==> src/rtl/video_stream_packer.sv <==
// Packs one selectable pixel source (RGB or 8-bit) into RGB, byte or binary words,
// with per-frame control, a 2-entry output buffer, drop-on-overflow and frame counting.
module video_stream_packer #(
   parameter int NUM_SRC   = 4,
   parameter int COMP_W    = 12,
   parameter int WORD_W    = 16,
   parameter int FRAME_PIX = 307200
) (
   input  logic                     clk,
   input  logic                     reset,
   input  logic [3*COMP_W-1:0]      rgb_data,
   input  logic                     rgb_valid,
   input  logic [(NUM_SRC-1)*8-1:0] src_data,
   input  logic [NUM_SRC-2:0]       src_valid,
   input  logic                     frame_start,
   input  logic [2:0]               sel_src,
   input  logic [1:0]               pack_mode,
   output logic [WORD_W-1:0]        out_data,
   output logic                     out_valid,
   input  logic                     out_ready,
   output logic                     overflow,
   output logic                     frame_done,
   output logic [15:0]              frame_count
);

   localparam int CNT_W = $clog2(FRAME_PIX + 1);
   localparam int IDX_W = $clog2(WORD_W) + 1;

   typedef enum logic [1:0] {IDLE, ACTIVE, FLUSH, DROP} state_t;

   state_t             state_q;
   logic [2:0]         sel_q;
   logic [1:0]         mode_q;
   logic [CNT_W-1:0]   pix_cnt_q;
   logic [IDX_W-1:0]   idx_q;
   logic [WORD_W-1:0]  pack_q;
   logic [WORD_W-1:0]  head_q, tail_q;
   logic               head_vld_q;
   logic [1:0]         fifo_cnt_q;
   logic               overflow_q, frame_done_q;
   logic [15:0]        frame_cnt_q;
   logic               rst_meta_q, rst_q;

   // NOTE: reset asserts asynchronously but releases only after two clk edges,
   // so no flop leaves reset on a partial cycle.
   always_ff @(posedge clk or posedge reset) begin
      if (reset) begin
         rst_meta_q <= 1'b1;
         rst_q      <= 1'b1;
      end else begin
         rst_meta_q <= 1'b0;
         rst_q      <= rst_meta_q;
      end
   end

   logic              pix_valid;
   logic [7:0]        pix_r, pix_g, pix_b;
   logic              rgb_mode, bin_mode, word_full, frame_end;
   logic [IDX_W-1:0]  ppw;
   logic [WORD_W-1:0] word_d, push_word;
   logic              push_req, pop, blocked, accept;
   logic              unused_lsbs;

   assign unused_lsbs = ^rgb_data;

   // NOTE: every always_comb output gets a default first so no latch is inferred.
   always_comb begin
      pix_valid = rgb_valid;
      pix_r     = rgb_data[3*COMP_W-1 -: 8];
      pix_g     = rgb_data[2*COMP_W-1 -: 8];
      pix_b     = rgb_data[COMP_W-1 -: 8];
      for (int k = 1; k < NUM_SRC; k++) begin
         if (int'(sel_q) == k) begin
            pix_valid = src_valid[k-1];
            pix_r     = src_data[8*k-1 -: 8];
            pix_g     = src_data[8*k-1 -: 8];
            pix_b     = src_data[8*k-1 -: 8];
         end
      end
   end

   always_comb begin
      rgb_mode = (mode_q == 2'd0) || (mode_q == 2'd3);
      bin_mode = (mode_q == 2'd2);
      ppw      = rgb_mode ? IDX_W'(1) : (bin_mode ? IDX_W'(WORD_W) : IDX_W'(WORD_W / 8));
      if (rgb_mode) begin
         if (WORD_W == 16) word_d = WORD_W'({1'b0, pix_r[7:3], pix_g[7:3], pix_b[7:3]});
         else              word_d = WORD_W'({8'h00, pix_r, pix_g, pix_b});
      end else if (bin_mode) begin
         word_d = pack_q | (WORD_W'(pix_r[7]) << idx_q);
      end else begin
         word_d = pack_q | (WORD_W'(pix_r) << {idx_q, 3'b000});
      end
      word_full = (idx_q + IDX_W'(1)) == ppw;
      frame_end = (pix_cnt_q + CNT_W'(1)) == CNT_W'(FRAME_PIX);
   end

   // A word completes either on its last pixel in ACTIVE or as a padded remnant in FLUSH.
   always_comb begin
      push_req  = 1'b0;
      push_word = word_d;
      if (!frame_start) begin
         if (state_q == ACTIVE && pix_valid && word_full) begin
            push_req = 1'b1;
         end else if (state_q == FLUSH && idx_q != '0) begin
            push_req  = 1'b1;
            push_word = pack_q;
         end
      end
      pop     = head_vld_q && out_ready;
      blocked = (fifo_cnt_q == 2'd2) && !pop;
      accept  = push_req && !blocked;
   end

   always_ff @(posedge clk or posedge rst_q) begin
      if (rst_q) begin
         state_q      <= IDLE;
         sel_q        <= '0;
         mode_q       <= '0;
         pix_cnt_q    <= '0;
         idx_q        <= '0;
         pack_q       <= '0;
         head_q       <= '0;
         tail_q       <= '0;
         head_vld_q   <= 1'b0;
         fifo_cnt_q   <= '0;
         overflow_q   <= 1'b0;
         frame_done_q <= 1'b0;
         frame_cnt_q  <= '0;
      end else begin
         frame_done_q <= 1'b0;

         case ({accept, pop})
            2'b10: begin
               if (fifo_cnt_q == 2'd0) begin
                  head_q     <= push_word;
                  head_vld_q <= 1'b1;
               end else begin
                  tail_q <= push_word;
               end
               fifo_cnt_q <= fifo_cnt_q + 2'd1;
            end
            2'b01: begin
               if (fifo_cnt_q == 2'd2) head_q <= tail_q;
               else                    head_vld_q <= 1'b0;
               fifo_cnt_q <= fifo_cnt_q - 2'd1;
            end
            2'b11: begin
               if (fifo_cnt_q == 2'd1) begin
                  head_q <= push_word;
               end else begin
                  head_q <= tail_q;
                  tail_q <= push_word;
               end
            end
            default: ;
         endcase

         if (push_req && blocked) overflow_q <= 1'b1;

         // frame_start restarts the frame from any state, discarding any partial word.
         if (frame_start) begin
            state_q   <= ACTIVE;
            sel_q     <= sel_src;
            mode_q    <= pack_mode;
            pix_cnt_q <= '0;
            idx_q     <= '0;
            pack_q    <= '0;
         end else begin
            case (state_q)
               ACTIVE: begin
                  if (pix_valid) begin
                     if (push_req && blocked) begin
                        state_q <= DROP;
                     end else begin
                        pix_cnt_q <= pix_cnt_q + CNT_W'(1);
                        if (word_full) begin
                           idx_q  <= '0;
                           pack_q <= '0;
                        end else begin
                           idx_q  <= idx_q + IDX_W'(1);
                           pack_q <= word_d;
                        end
                        if (frame_end) state_q <= FLUSH;
                     end
                  end
               end
               FLUSH: begin
                  if (push_req) begin
                     if (blocked) begin
                        state_q <= DROP;
                     end else begin
                        idx_q  <= '0;
                        pack_q <= '0;
                     end
                  end else if (fifo_cnt_q == 2'd0) begin
                     frame_done_q <= 1'b1;
                     frame_cnt_q  <= frame_cnt_q + 16'd1;
                     state_q      <= IDLE;
                  end
               end
               default: ;
            endcase
         end
      end
   end

   assign out_data    = head_q;
   assign out_valid   = head_vld_q;
   assign overflow    = overflow_q;
   assign frame_done  = frame_done_q;
   assign frame_count = frame_cnt_q;

endmodule

==> config.mk <==
export PLATFORM = sky130hd
export DESIGN_NAME = video_stream_packer
export DESIGN_NICKNAME = d
export VERILOG_FILES = /design/src/rtl/video_stream_packer.sv
export SDC_FILE = /design/constraint.sdc
export NUM_CORES = 1
export LEC_CHECK = 0
export BUFFER_PORTS_ARGS = -buffer_cell sky130_fd_sc_hd__clkbuf_2
export CAP_MARGIN = 10
export CORE_MARGIN = 4
export CORE_UTILIZATION = 60
export CTS_BUF_LIST = sky130_fd_sc_hd__clkbuf_8 sky130_fd_sc_hd__clkbuf_16
export DETAILED_ROUTE_END_ITERATION = 10
export PLACE_DENSITY = 0.85
export SKIP_CTS_REPAIR_TIMING = 1
export SLEW_MARGIN = 20
export SYNTH_ARGS = -nofsm -noshare
export SYNTH_HDL_FRONTEND = slang
export SYNTH_SLANG_ARGS = --single-unit
==> constraint.sdc <==
create_clock -name clk -period 6 [get_ports clk]
set_clock_uncertainty 0.1 [all_clocks]
set_input_delay 0.6 -clock clk [delete_from_list [all_inputs] [get_ports clk]]
set_output_delay 0.6 -clock clk [all_outputs]
set_load 0.005 [all_outputs]
==> run metrics <==
Final WS setup 2.16 ns; syn_nets 755; DR WL/cell 17.3 um; largest cells by area after synthesis dfrtp_1 39%, nand2_1 4.5%, nor2_1 4.0%; share of cells above drive strength 1 21.9%; CTS root buf clkbuf_8; largest net degree at the start of global routing 61; final WL 15,100 um; Final Hold Vio Count 0; H-Tree Depth 3; CTS tree done; top-area cell type share of the netlist area 39.3%; GRT overflow 0; DPL Wire Length 11,000 um; # setup viols final 0; clk sinks 102; Slew Limit Fails 0; layout net count 817; clock buffer depth 2; Yosys reg bits 102; I/O pins 108; Synth area leader dfrtp_1; most common flop cell mapped by yosys dfrtp_1; GPL Wtd Cong 0.998; min cycle time layout 3.84 ns; Setup TNS 0 ns; post-route ant nets 0; Worst-Skew Late Latency 0.38 ns; first-pass GRT wire length 25,500 um; core area 10,300 um^2; Post-route DRC 0; kind of critical path reg -> reg; Post-Syn Area 6360 um^2; Max-cap violations 0; vias in the first global route 5,265; Initial Util 61.6%; Pleak 3.10 nW; library cells used by synthesis 88; crit path DAT 4.06 ns; setup repair after global routing missed its margin no; CP Data Required Time 6.22 ns; initial antenna violation count 0; Synth Area per Inst 9.47 um^2; final period utilization 64.0%; Die X 111 um; dpl ws 2.27 ns; port buffer count 89; number of DRC markers in iteration 0 541; DRT Pass-1 Iters 5; sequential element share of the synthesized area 40.1%; number of flops mapped to enable cells by yosys 0; Syn. warnings 0; vias per inst 6.27; peak supply drop 0.187 mV; Least-Margin Pin Slew 1.05 ns; final core utilization 67.1%; Startpoint Class flop; Critical Path Sink Type flop; Max-slew headroom 30.3%; Rows 37; clock edge transition at the registers on the reported setup and hold paths 0.10 ns; Synth Instances 672; Worst Hold Class in -> async; die height 111 um; area of the die 12,300 um^2; CP max FO 30; fmax 260 MHz; status finished, final reports clean; number of diodes 0; Post-synth ARST share 100%; Num CTS Buffers 9; Via Count 5,488; PwrDens 335 nW/um^2; synthesis-to-layout area growth 8.85%; Final Power 0.00232 W; GRT Resource Usage Total 25.0%
final cells by class:
class	instances	area, um^2
tap	136	170
inverter	13	51.3
clock buffer	10	138
clock inverter	6	38.8
sequential	102	2550
timing repair buffer	92	468
fill	802	3400
multi-input combinational	516	3510
Yosys cell counts (7+ instances only):
master	count
dfrtp_1	100
nand2_1	76
nor2_1	68
o21ai_0	33
a21oi_1	25
xnor2_1	21
xor2_1	18
nand4_1	16
buf_2	14
nand2b_1	14
o31ai_1	14
inv_1	13
o211ai_1	12
mux2_2	11
mux2i_1	11
nand3_1	11
a21o_1	10
clkbuf_1	10
ha_1	10
buf_4	9
nor3_1	9
and3_1	8
nand3b_1	8
buf_6	7
nor2b_1	7
o221ai_1	7
kinds of logic (layout without fill, tap and decap cells):
| family | Yosys count | count (layout) | synth area share, % |
|---|---|---|---|
| muxes | 31 | 31 | 5.45 |
| AOI/OAI and AO/OA | 168 | 168 | 19.8 |
| xor gates and xnor gates | 39 | 39 | 5.37 |
| DFF | 102 | 102 | 40.1 |
| other | 1 | 1 | 0.0589 |
| buffers and inverters | 54 | 121 | 4.82 |
| and+or+nand+nor | 267 | 267 | 22.4 |
| adders and majority gates | 10 | 10 | 1.97 |
final timing paths:
path                       startpoint               to  slack [ns]  cells after the start
setup / recovery            mode_q[0]        tail_q[4]        2.16                      8
min in group clk           rst_meta_q            rst_q        0.25                      0
max in group asynchronous       rst_q  frame_count[15]        4.48                      2
setup reg to reg            mode_q[0]        tail_q[4]        2.16                      8
hold reg to reg                 rst_q         overflow        0.20                      1
hold / removal                  reset            rst_q        0.11                      2
where the power goes:
part | total, W | switching, W | internal, W
registers | 0.00102 | 0.000160 | 0.000857
clock network | 0.000397 | 0.000236 | 0.000161
logic | 0.000903 | 0.000509 | 0.000394
layer usage:
metal / vias to the layer above / track usage (%) / share of wire [%]
li1: 2571 / - / -
met1: 2656 / 31.2 / 40
met2: 222 / 42.8 / 52
met3: 39 / 5.24 / 6.0
met4: 0 / 9.20 / 2.9
met5: - / 0 / 0
sequential cells by signal (all words and copies together) (netlist names):
register / cells
frame_count: 16
fifo_cnt_q: 2
rst_meta_q: 1
out_data: 16
rst_q: 1
pix_cnt_q: 19
tail_q: 16
pack_q: 16
sel_q: 3
mode_q: 2
frame_done: 1
out_valid: 1
state_q: 2
idx_q: 5
overflow: 1
critical path, cell delays in order, from the launching register on:
cell	delay [ns]
dfrtp_1	0.36
inv_1	0.08
ha_1	0.86
xnor2_1	0.26
nor4_4	0.59
a21o_4	0.23
nand3b_2	0.53
a2111oi_0	0.63
a21o_1	0.13
cell usage in the layout, fill, tap and decap left out, types with 9 or more instances in the layout:
cell type	instances
dfrtp_1	100
clkbuf_2	89
nand2_1	76
nor2_1	68
o21ai_0	33
a21oi_1	25
xnor2_1	21
xor2_1	18
nand4_1	16
o31ai_1	14
nand2b_1	14
inv_1	13
o211ai_1	12
mux2i_1	11
mux2_2	11
nand3_1	11
a21o_1	10
ha_1	10
clkbuf_8	10
nor3_1	9
metrics by stage:
step	instance area (um^2)	instances	hold slack, ns
floorplan	6360	672	0.245
global placement	6750	859	0.207
detailed placement	6750	859	0.216
CTS	6920	875	0.101
global route	6930	875	0.114
finish	6930	875	0.109
Note: power is estimated with default switching activity, not from simulation.
